<file path="src/rtl/serial_add_sub16.sv">
// Bit-serial adder/subtractor: one full_adder cell plus a carry flip-flop,
// one bit per clock LSB first, with carry, signed-overflow and zero flags.

module full_adder (
    input  logic a,
    input  logic b,
    input  logic cin,
    output logic sum,
    output logic cout
);
    assign sum  = a ^ b ^ cin;
    assign cout = (a & b) | (cin & (a ^ b));
endmodule

module serial_add_sub16 #(
    parameter int WIDTH = 16
) (
    input  logic             clk,
    input  logic             rst_n,
    input  logic             start,
    input  logic             sub,
    input  logic [WIDTH-1:0] a,
    input  logic [WIDTH-1:0] b,
    output logic             busy,
    output logic             done,
    output logic [WIDTH-1:0] result,
    output logic             carry_out,
    output logic             overflow,
    output logic             zero
);
    localparam int CNT_W = $clog2(WIDTH);

    typedef enum logic [1:0] {
        IDLE = 2'd0,
        RUN  = 2'd1,
        DONE = 2'd2
    } state_t;

    state_t             state_reg, state_next;
    logic [CNT_W-1:0]   cnt_reg;
    logic [WIDTH-1:0]   opa_reg, opb_reg, result_reg;
    logic               carry_reg;
    logic               carry_out_reg, overflow_reg, zero_reg;

    logic               fa_sum, fa_carry;
    logic [WIDTH-1:0]   result_next;
    logic               last_step;

    full_adder u_fa (
        .a    (opa_reg[0]),
        .b    (opb_reg[0]),
        .cin  (carry_reg),
        .sum  (fa_sum),
        .cout (fa_carry)
    );

    // Sum bits enter at the MSB so after WIDTH steps bit 0 sits at the LSB.
    assign result_next = {fa_sum, result_reg[WIDTH-1:1]};
    assign last_step   = (cnt_reg == CNT_W'(WIDTH - 1));

    always_ff @(posedge clk or negedge rst_n) begin
        if (!rst_n) begin
            state_reg <= IDLE;
        end else begin
            state_reg <= state_next;
        end
    end

    always_comb begin
        state_next = state_reg;
        case (state_reg)
            IDLE:    if (start) state_next = RUN;
            RUN:     if (last_step) state_next = DONE;
            DONE:    state_next = IDLE;
            default: state_next = IDLE;
        endcase
    end

    always_ff @(posedge clk or negedge rst_n) begin
        if (!rst_n) begin
            cnt_reg       <= '0;
            opa_reg       <= '0;
            opb_reg       <= '0;
            carry_reg     <= 1'b0;
            result_reg    <= '0;
            carry_out_reg <= 1'b0;
            overflow_reg  <= 1'b0;
            zero_reg      <= 1'b1;
        end else begin
            case (state_reg)
                IDLE: begin
                    if (start) begin
                        // Subtraction is A + ~B + 1: invert B and seed the carry.
                        opa_reg   <= a;
                        opb_reg   <= sub ? ~b : b;
                        carry_reg <= sub;
                        cnt_reg   <= '0;
                    end
                end
                RUN: begin
                    result_reg <= result_next;
                    opa_reg    <= opa_reg >> 1;
                    opb_reg    <= opb_reg >> 1;
                    carry_reg  <= fa_carry;
                    cnt_reg    <= cnt_reg + 1'b1;
                    if (last_step) begin
                        carry_out_reg <= fa_carry;
                        overflow_reg  <= carry_reg ^ fa_carry;
                        zero_reg      <= (result_next == '0);
                    end
                end
                default: ;
            endcase
        end
    end

    assign busy      = (state_reg != IDLE);
    assign done      = (state_reg == DONE);
    assign result    = result_reg;
    assign carry_out = carry_out_reg;
    assign overflow  = overflow_reg;
    assign zero      = zero_reg;

endmodule

</file>
<file path="config.mk">
export PLATFORM = sky130hd
export DESIGN_NAME = serial_add_sub16
export DESIGN_NICKNAME = d
export VERILOG_FILES = /design/src/rtl/serial_add_sub16.sv
export SDC_FILE = /design/constraint.sdc
export NUM_CORES = 1
export LEC_CHECK = 0
export ABC_AREA = 1
export BUFFER_PORTS_ARGS = -buffer_cell sky130_fd_sc_hd__buf_2
export CELL_PAD_IN_SITES_DETAIL_PLACEMENT = 0
export CELL_PAD_IN_SITES_GLOBAL_PLACEMENT = 1
export CORE_MARGIN = 3
export CORE_UTILIZATION = 40
export CTS_BUF_LIST = sky130_fd_sc_hd__clkbuf_16
export CTS_CLUSTER_DIAMETER = 50
export DETAILED_ROUTE_END_ITERATION = 12
export GPL_TIMING_DRIVEN = 0
export PLACE_DENSITY_LB_ADDON = 0.1
export SYNTH_ARGS = -nofsm -noshare
export SYNTH_HDL_FRONTEND = slang
export SYNTH_SLANG_ARGS = --single-unit
</file>
<file path="constraint.sdc">
create_clock -name clk -period 2 [get_ports clk]
set_clock_uncertainty 0.15 [all_clocks]
set_input_delay 0.1 -clock clk [delete_from_list [all_inputs] [get_ports clk]]
set_output_delay 0.1 -clock clk [all_outputs]
set_load 0.005 [all_outputs]
</file>
==> impl_metrics.csv, run 1 <==
group,metric,value,unit
placement,port_buffers,55,
logic_synthesis,synthTopCellsByArea,"dfrtp_1, nand2_1, o21ai_0, xor2_1, inv_1",
logic_synthesis,ys_warn_count,0,
setup_path,cp-start-kind,"flop",
layout,final_cell_mix,"nand2_1, buf_2, dfrtp_1, o21ai_0, dlygate4sd3_1",
detailed_routing,highest_layer,"met4",
timing,fin_crit_sh,76.66,%
floorplanning,die_y,88.41,microns
detailed_routing,drt_pass1_iterations,4,
floorplanning,io_pins,57,
setup_path,crit_start,"carry_reg$_DFFE_PN0P_",
layout,final_area,0.003672,sq mm
cts,cts_tree,"yes",
setup_path,worstSetupEndpointType,"flop",
setup_path,reg2reg_depth,6,
setup_path,rrSetupSlack,470,ps
detailed_routing,vias,2386,
floorplanning,rows,29,
logic_synthesis,synthesis.area,0.002716,sq mm
detailed_routing,totalWireLength,6375,microns
timing,rsz0062_at_grt,"no",
detailed_routing,wire_per_inst,12.52,microns
detailed_routing,routed-wl-met2,2977,microns
status,outcome,"finished clean",
global_route,grt_pass1_wl,10660,microns
power,p_int,3.178,mW
logic_synthesis,synth-seq-area-share,53.48,%
global_route,grt_max_degree,59,
placement,place.gp.congestion,0.7576,
setup_path,cp.required,2110,ps
hold_path,min_path_cells,3,
cts,cts_setup_buffers,0,
power,p_comb_share,34.4,%
floorplanning,die_width,88.41,microns
timing,slew_viol_final,0,
layout,fin_nets,466,
cts,clockBufferDepth,2,
logic_synthesis,yosys.area.top_type,"dfrtp_1",
power,pwr-share-seq,39.2,%
power,p_leak,1.871,nW
logic_synthesis,synthCells,329,
global_route,grt_pass1_vias,2323,
cts,cts.htree.levels,3,
power,vdd_ir_drop_max,614.0,uV
floorplanning,dieArea,0.007815,sq mm
power,p_sw_share,36.02,%
cts,clock_latency,320,ps
cts,clkTransAtPathRegs,50,ps
power,power_density,1352,mW/mm^2
logic_synthesis,avgSynthCellArea,8.256,sq um
logic_synthesis,synth_seq_cells,58,
cts,clock_sinks,58,
floorplanning,initial_core_util,42.06,%
detailed_routing,antenna_left,0,
setup_path,crit_type,"reg2reg",
detailed_routing,vias_per_cell,4.688,
floorplanning,core_area,0.006459,sq mm
layout,syn_to_final_growth,35.19,%
global_route,antenna_found_initial,0,
cts,cts-buffers-inserted,9,
layout,fillCellCount,617,
timing,relSlewSlack,50.20,%
timing,hold_viol,0,
placement,post_dp_cell_area,0.003088,sq mm
setup_path,crit_fanout,3,
timing,timing.fmax,652.3,MHz
global_route,grt_use_total,18.03,%
detailed_routing,drt_iter0_markers,102,
logic_synthesis,synth_top_area_share,52.51,%
setup_path,crit_arrival,1650,ps
global_route,grt.overflow.total,0,
power,switching_power,1.789,mW
logic_synthesis,synth.distinct_cells,22,
run,drv_cap,0,
layout,drive_gt1_share,20.37,%
placement,dp_hpwl,4099,microns
hold_path,min-delay-start,"start",
hold_path,hp-class,"in2reg",
timing,fin_setup_tns,0,ps
layout,register_area,0.001453,sq mm
setup_path,worstReg2RegEnd,"zero$_DFFE_PN1P_",
layout,final_common_cell,"nand2_1",
setup_path,r2r-start,"carry_reg$_DFFE_PN0P_",
timing,holdWs,16.15,ps
detailed_routing,route.met3.wl,292,microns
layout,multi_input_area,0.001062,sq mm
timing,min_period,1533,ps
logic_synthesis,syn_nets,367,
hold_path,hold_end,"state_reg[0]$_DFFE_PN0P_",
timing,setup_viol,0,
layout,antenna_cells,0,
power,p_clk_share,26.4,%
timing,worst_pin_slew,747.0,ps
cts,cts_root_buf,"clkbuf_16",
detailed_routing,wl_met1,3022,microns
layout,final_core_util,56.86,%
detailed_routing,drc,0,
[cells in the mapped netlist]
library cell and n:
a22o_1 1, buf_2 11, buf_4 2, buf_6 1, clkbuf_1 2, dfrtp_1 57, dfstp_2 1, fa_1 1
ha_1 1, inv_1 27, inv_2 3, nand2_1 120, nand2_2 1, nand3_1 19, nor2_1 12, nor2_2 1
o21ai_0 38, o21ai_1 11, o21ai_2 1, o22ai_1 1, xnor2_1 3, xor2_1 15
[through the flow]
stage	total power [mW]	setup slack, ps	instances
floorplan	3.067	552.1	329
CTS	5.036	341.2	509
detailed placement	3.642	469.0	461
global placement	3.611	460.5	461
global route	5.388	322.9	509
finish	4.966	466.9	509
[worst max path at each step]
stage / to / slack, ps / cells after the start
floorplan: zero$_DFFE_PN1P_ / 550 / 6
global placement: zero$_DFFE_PN1P_ / 460 / 6
detailed placement: zero$_DFFE_PN1P_ / 470 / 6
CTS: opa_reg[13]$_DFFE_PN0P_ / 340 / 2
global route: zero$_DFFE_PN1P_ / 320 / 6
finish: zero$_DFFE_PN1P_ / 470 / 6
[critical path: stages, from the launching register on]
cell and delay, ps:
dfrtp_1 420, fa_1 510, nor2_1 110, nand2_1 60
nor2_1 80, nand3_1 80, nand2_1 70
[area by class of cell]
type,count,area share (%)
plain buffers,16,2.419
clock buffers,9,6.133
clock inverters,6,0.7155
inverters,30,3.066
multi-input cells,225,28.93
flip-flops and latches,58,39.56
well taps,77,2.624
repair buffers,88,16.56
[per-layer routing]
metal	global-route usage (%)	vias up
met2	29.37	48
met1	22.76	1106
li1	-	1226
met4	5.357	0
met5	0	-
met3	6.238	6
[timing repair]
item,4_1_cts,5_1_grt
resized for setup,0,0
hold buffers,33,0
hold endpoints to repair,89,0
[logic make-up (layout without fill, tap and decap cells)]
kind of cell             Yosys count  count (layout)  synth area share (%)
XOR/XNOR                          18              18                 5.804
buffers and inverters             46             149                 7.416
AO/OA/AOI/OAI                     52              52                 9.903
flip-flops                        58              58                 53.48
adder cells (fa/ha/maj)            2               2                 1.198
AND/OR/NAND/NOR                  153             153                 22.20
[power by group through the flow]
stage	Sequential, mW	Clock (mW)	Combinational, mW
floorplan	1.93	0	1.14
global placement	1.95	0	1.66
detailed placement	1.97	0	1.68
CTS	1.95	1.35	1.73
global route	2.00	1.39	1.99
finish	1.95	1.31	1.71
(Power assumes the default switching activity.)
==> inputs of run 2 (changes only) <==
==> constraint.sdc (replaced) <==
create_clock -name clk -period 1.45 [get_ports clk]
set_clock_uncertainty 0.15 [all_clocks]
set_input_delay 0.0725 -clock clk [delete_from_list [all_inputs] [get_ports clk]]
set_output_delay 0.0725 -clock clk [all_outputs]
set_load 0.005 [all_outputs]
==> impl_metrics.csv, run 2 (synthesis gave the netlist of run 1 again) <==
group,metric,value,unit
placement,port_buffers,55,
detailed_routing,routed-wl-met2,3117,microns
timing,min_period,1462,ps
detailed_routing,highest_layer,"met4",
setup_path,cp-start-kind,"flop",
floorplanning,io_pins,57,
cts,cts-buffers-inserted,9,
detailed_routing,totalWireLength,6549,microns
global_route,grt_max_degree,59,
setup_path,r2r-start,"carry_reg$_DFFE_PN0P_",
detailed_routing,antenna_left,0,
floorplanning,die_width,88.41,microns
timing,worst_pin_slew,750.3,ps
timing,rsz0062_at_grt,"yes",
cts,clkTransAtPathRegs,50,ps
setup_path,reg2reg_depth,6,
detailed_routing,vias_per_cell,4.707,
detailed_routing,wl_met1,3057,microns
layout,finalNonFillerCells,515,
timing,relSlewSlack,49.98,%
detailed_routing,drc,0,
timing,setup_ws,-12.42,ps
layout,final_cell_mix,"nand2_1, buf_2, dfrtp_1, o21ai_0, dlygate4sd3_1",
cts,cts_tree,"yes",
setup_path,worstSetupEndpointType,"flop",
layout,final_common_cell,"nand2_1",
floorplanning,die_y,88.41,microns
floorplanning,initial_core_util,42.06,%
detailed_routing,drt_iter0_markers,88,
run,drv_cap,0,
setup_path,rrSetupSlack,-10,ps
global_route,grt_pass1_wl,10710,microns
power,p_leak,1.908,nW
status,violations,"negative setup slack",
floorplanning,core_area,0.006459,sq mm
setup_path,crit_fanout,2,
global_route,grt_use_total,18.09,%
cts,clock_latency,320,ps
status,outcome,"finished with violations",
timing,setup_viol,1,
power,power_density,1861,mW/mm^2
layout,antenna_cells,0,
cts,cts.htree.levels,3,
cts,cts_root_buf,"clkbuf_16",
setup_path,cp.required,1550,ps
detailed_routing,wire_per_inst,12.72,microns
setup_path,worstReg2RegEnd,"zero$_DFFE_PN1P_",
layout,fillCellCount,606,
timing,slew_viol_final,0,
layout,fin_nets,472,
timing,timing.fmax,683.8,MHz
detailed_routing,vias,2424,
layout,register_area,0.001454,sq mm
layout,drive_gt1_share,22.60,%
timing,hold_viol,0,
setup_path,crit_arrival,1560,ps
timing,fin_crit_sh,100.9,%
global_route,grt.overflow.total,0,
placement,dp_hpwl,4099,microns
floorplanning,dieArea,0.007815,sq mm
placement,place.gp.congestion,0.7576,
global_route,grt_pass1_vias,2338,
layout,syn_to_final_growth,38.74,%
power,vdd_ir_drop_max,866.5,uV
hold_path,hp-class,"in2async",
placement,place_inst,461,
global_route,antenna_found_initial,0,
floorplanning,rows,29,
layout,final_core_util,58.35,%
cts,clockBufferDepth,2,
cts,clock_sinks,58,
detailed_routing,drt_pass1_iterations,4,
setup_path,crit_type,"reg2reg",
detailed_routing,route.met3.wl,290,microns
layout,multi_input_area,0.001090,sq mm
[run 2: cell count changes in the layout (fill, tap and decap cells not counted), sizes merged]
cell | before | now
dlygate4sd3 | 33 | 35
clkbuf | 11 | 13
buf | 69 | 71
[run 2: layout make-up]
cell class / instances / area share (%)
sequential: 58 / 38.58
timing repair buffer: 94 / 17.46
buffer: 16 / 2.756
tap: 77 / 2.556
clock buffer: 9 / 5.976
clock inverter: 6 / 0.6972
inverter: 30 / 3.054
multi-input combinational: 225 / 28.92
[run 2: metrics by stage]
step | power, mW | cell area [sq um] | setup WS, ps | hold slack (ps) | setup TNS [ps]
final | 7.013 | 3769 | -12.42 | 223.1 | -12.42
after global routing | 7.601 | 3769 | -118.5 | 265.2 | -132.5
after CTS | 6.966 | 3689 | -42.35 | -58.52 | -42.35
after detailed placement | 5.023 | 3088 | -81.03 | 156.5 | -106.3
after global placement | 4.981 | 3088 | -89.47 | 144.0 | -140.1
after floorplan | 4.230 | 2716 | 2.107 | -373.1 | 0
[run 2: per-layer routing]
| metal | GRT usage (%) | up-vias |
|---|---|---|
| met2 | 29.57 | 47 |
| met4 | 5.357 | 0 |
| met1 | 22.76 | 1133 |
| met3 | 6.238 | 6 |
| met5 | 0 | - |
| li1 | - | 1238 |
[run 2: power breakdown]
| part | switching (mW) | internal, mW | total [mW] |
|---|---|---|---|
| clock network | 0.692 | 1.11 | 1.81 |
| registers | 0.409 | 2.29 | 2.70 |
| logic | 1.43 | 1.08 | 2.50 |
| total | 2.53 | 4.49 | 7.01 |
[run 2: how the worst max path moves through the flow]
stage	from	endpoint	slack (ps)	depth (start not counted)
4_1_cts	carry_reg$_DFFE_PN0P_	zero$_DFFE_PN1P_	-40	6
3_5_place_dp	carry_reg$_DFFE_PN0P_	zero$_DFFE_PN1P_	-80	6
2_1_floorplan	carry_reg$_DFFE_PN0P_	zero$_DFFE_PN1P_	2	6
3_3_place_gp	carry_reg$_DFFE_PN0P_	zero$_DFFE_PN1P_	-90	6
5_1_grt	carry_reg$_DFFE_PN0P_	zero$_DFFE_PN1P_	-120	6
6_report	carry_reg$_DFFE_PN0P_	zero$_DFFE_PN1P_	-10	6
[run 2: what timing repair did]
| action | CTS | global route |
|---|---|---|
| setup buffers | 1 | 3 |
| endpoints found under the setup margin | 13 | 32 |
| endpoints found under the hold margin | 90 | 57 |
| pin swaps | 2 | 2 |
| hold buffers | 34 | 1 |
| gates resized for setup | 2 | 20 |
[run 2: worst max-delay path: stages (launching register included)]
cell	delay, ps
dfrtp_1	400
fa_2	590
nor2_2	30
nand2_1	60
nor2_1	40
nand3_1	70
nand2_1	50
==> inputs of run 3 (changes only) <==
--- a/config.mk
+++ b/config.mk
@@ -7,10 +7,10 @@
 export LEC_CHECK = 0
 export ABC_AREA = 1
 export BUFFER_PORTS_ARGS = -buffer_cell sky130_fd_sc_hd__buf_2
-export CELL_PAD_IN_SITES_DETAIL_PLACEMENT = 0
-export CELL_PAD_IN_SITES_GLOBAL_PLACEMENT = 1
+export CELL_PAD_IN_SITES_DETAIL_PLACEMENT = 1
+export CELL_PAD_IN_SITES_GLOBAL_PLACEMENT = 2
 export CORE_MARGIN = 3
-export CORE_UTILIZATION = 40
+export CORE_UTILIZATION = 31
 export CTS_BUF_LIST = sky130_fd_sc_hd__clkbuf_16
 export CTS_CLUSTER_DIAMETER = 50
 export DETAILED_ROUTE_END_ITERATION = 12
==> impl_metrics.csv, run 3 (synthesis gave the netlist of run 1 again) <==
group,metric,value,unit
cts,clock_sinks,58,
setup_path,worstSetupEndpointType,"flop",
layout,antenna_cells,0,
timing,min_period,1479,ps
placement,dp_hpwl,4740,microns
floorplanning,core_area,0.008382,sq mm
timing,timing.fmax,676.0,MHz
layout,final_common_cell,"nand2_1",
floorplanning,die_width,99.61,microns
floorplanning,die_y,99.61,microns
status,outcome,"finished with violations",
timing,rsz0062_at_grt,"yes",
layout,fin_nets,474,
timing,relSlewSlack,49.06,%
power,vdd_ir_drop_max,757.2,uV
detailed_routing,vias_per_cell,4.666,
power,power_density,1903,mW/mm^2
layout,final_core_util,45.93,%
timing,fin_crit_sh,102.0,%
setup_path,crit_type,"reg2reg",
layout,syn_to_final_growth,41.73,%
setup_path,crit_fanout,2,
cts,cts_root_buf,"clkbuf_16",
placement,post_dp_cell_area,0.003126,sq mm
setup_path,crit_chain,"fa_2 -> nor2_1 -> nand2_1 -> nor2_1 -> nand3_1 -> nand2_1",
global_route,grt_use_total,15.88,%
floorplanning,rows,33,
timing,slew_viol_final,0,
cts,clkTransAtPathRegs,50,ps
floorplanning,io_pins,57,
global_route,antenna_found_initial,0,
detailed_routing,antenna_left,0,
placement,place.gp.congestion,0.7311,
detailed_routing,totalWireLength,7450,microns
detailed_routing,drt_iter0_markers,68,
power,p_leak,1.935,nW
power,p_total,7.328,mW
timing,hold_viol,0,
setup_path,cp-start-kind,"flop",
global_route,grt.overflow.total,0,
setup_path,cp.required,1560,ps
timing,worst_pin_slew,764.1,ps
cts,cts-buffers-inserted,9,
placement,port_buffers,55,
run,drv_cap,0,
detailed_routing,wire_per_inst,13.67,microns
hold_path,hp-class,"in2reg",
layout,final_area,0.003850,sq mm
setup_path,cpPeakStageDelay,480,ps
global_route,grt_pass1_wl,12400,microns
status,violations,"negative setup slack",
setup_path,cp_slowest_cell,"fa_2",
cts,cts_tree,"yes",
timing,setup_viol,1,
cts,cts.htree.levels,3,
global_route,grt_pass1_vias,2600,
timing,setup_ws,-29.37,ps
global_route,grt_max_degree,59,
floorplanning,initial_core_util,32.41,%
cts,clock_latency,320,ps
layout,final_cell_mix,"nand2_1, buf_2, dfrtp_1, o21ai_0, dlygate4sd3_1",
detailed_routing,vias,2543,
detailed_routing,drc,0,
detailed_routing,drt_pass1_iterations,4,
placement,pre_cts_slack,-116.7,ps
setup_path,crit_arrival,1590,ps
layout,drive_gt1_share,23.18,%
floorplanning,dieArea,0.009921,sq mm
cts,clockBufferDepth,2,
-- run 3: final cells by class --
class                           instances  area [sq um]
Buffer                                 16         103.9
Timing Repair Buffer                   96         670.6
Sequential cell                        58          1453
Multi-Input combinational cell        225          1097
Clock buffer                            9         225.2
Clock inverter                          6         51.30
Inverter                               30         117.6
Tap cell                              105         131.4
Fill cell                            1003          4532
-- run 3: report_power, final --
| part | total, mW | switching, mW | internal, mW |
|---|---|---|---|
| Clock | 2.00 | 0.705 | 1.29 |
| Sequential | 2.70 | 0.408 | 2.29 |
| Combinational | 2.63 | 1.49 | 1.14 |
| Total | 7.33 | 2.61 | 4.72 |
-- run 3: per-stage QoR --
step	cells	hold WS, ps	TNS, ps
6_report	545	36.32	-29.37
4_1_cts	539	21.32	-42.43
2_1_floorplan	329	-373.1	0
5_1_grt	545	54.64	-922.8
3_3_place_gp	489	163.0	-4313
3_5_place_dp	489	59.05	-756.4
-- run 3: routing by layer --
metal  up-vias  global-route usage [%]  wire length [microns]
met5         -                       0                      0
met4         0                   7.983                    172
met3        15                   2.875                    239
met2        49                   25.41                   3599
met1      1239                   20.57                   3439
li1       1240                       -                      -
-- run 3: worst max-delay path, delay by kind of cell, from the launching register on --
family,cells,cell delay [ps]
simple gates,5,390
fa+ha+maj,1,480
flops,1,400
-- run 3: path summary, 6_finish.rpt --
path	start	end	slack [ps]	cells past startpoint
min in group asynchronous	rst_n	result[0]$_DFFE_PN0P_	220	2
max reg2reg	opa_reg[0]$_DFFE_PN0P_	zero$_DFFE_PN1P_	-30	6
min	start	cnt_reg[1]$_DFFE_PN0P_	40	3
max	opa_reg[0]$_DFFE_PN0P_	zero$_DFFE_PN1P_	-30	6
max in group asynchronous	rst_n	cnt_reg[3]$_DFFE_PN0P_	420	2
min reg2reg	carry_out$_DFFE_PN0P_	carry_out$_DFFE_PN0P_	310	2
-- run 3: repair_timing --
item	4_1_cts	5_1_grt
hold buffers	34	0
endpoints found under the hold margin	89	0
pin swaps	2	5
setup endpoints to repair	22	48
buffers inserted	1	6
gates resized for setup	6	19
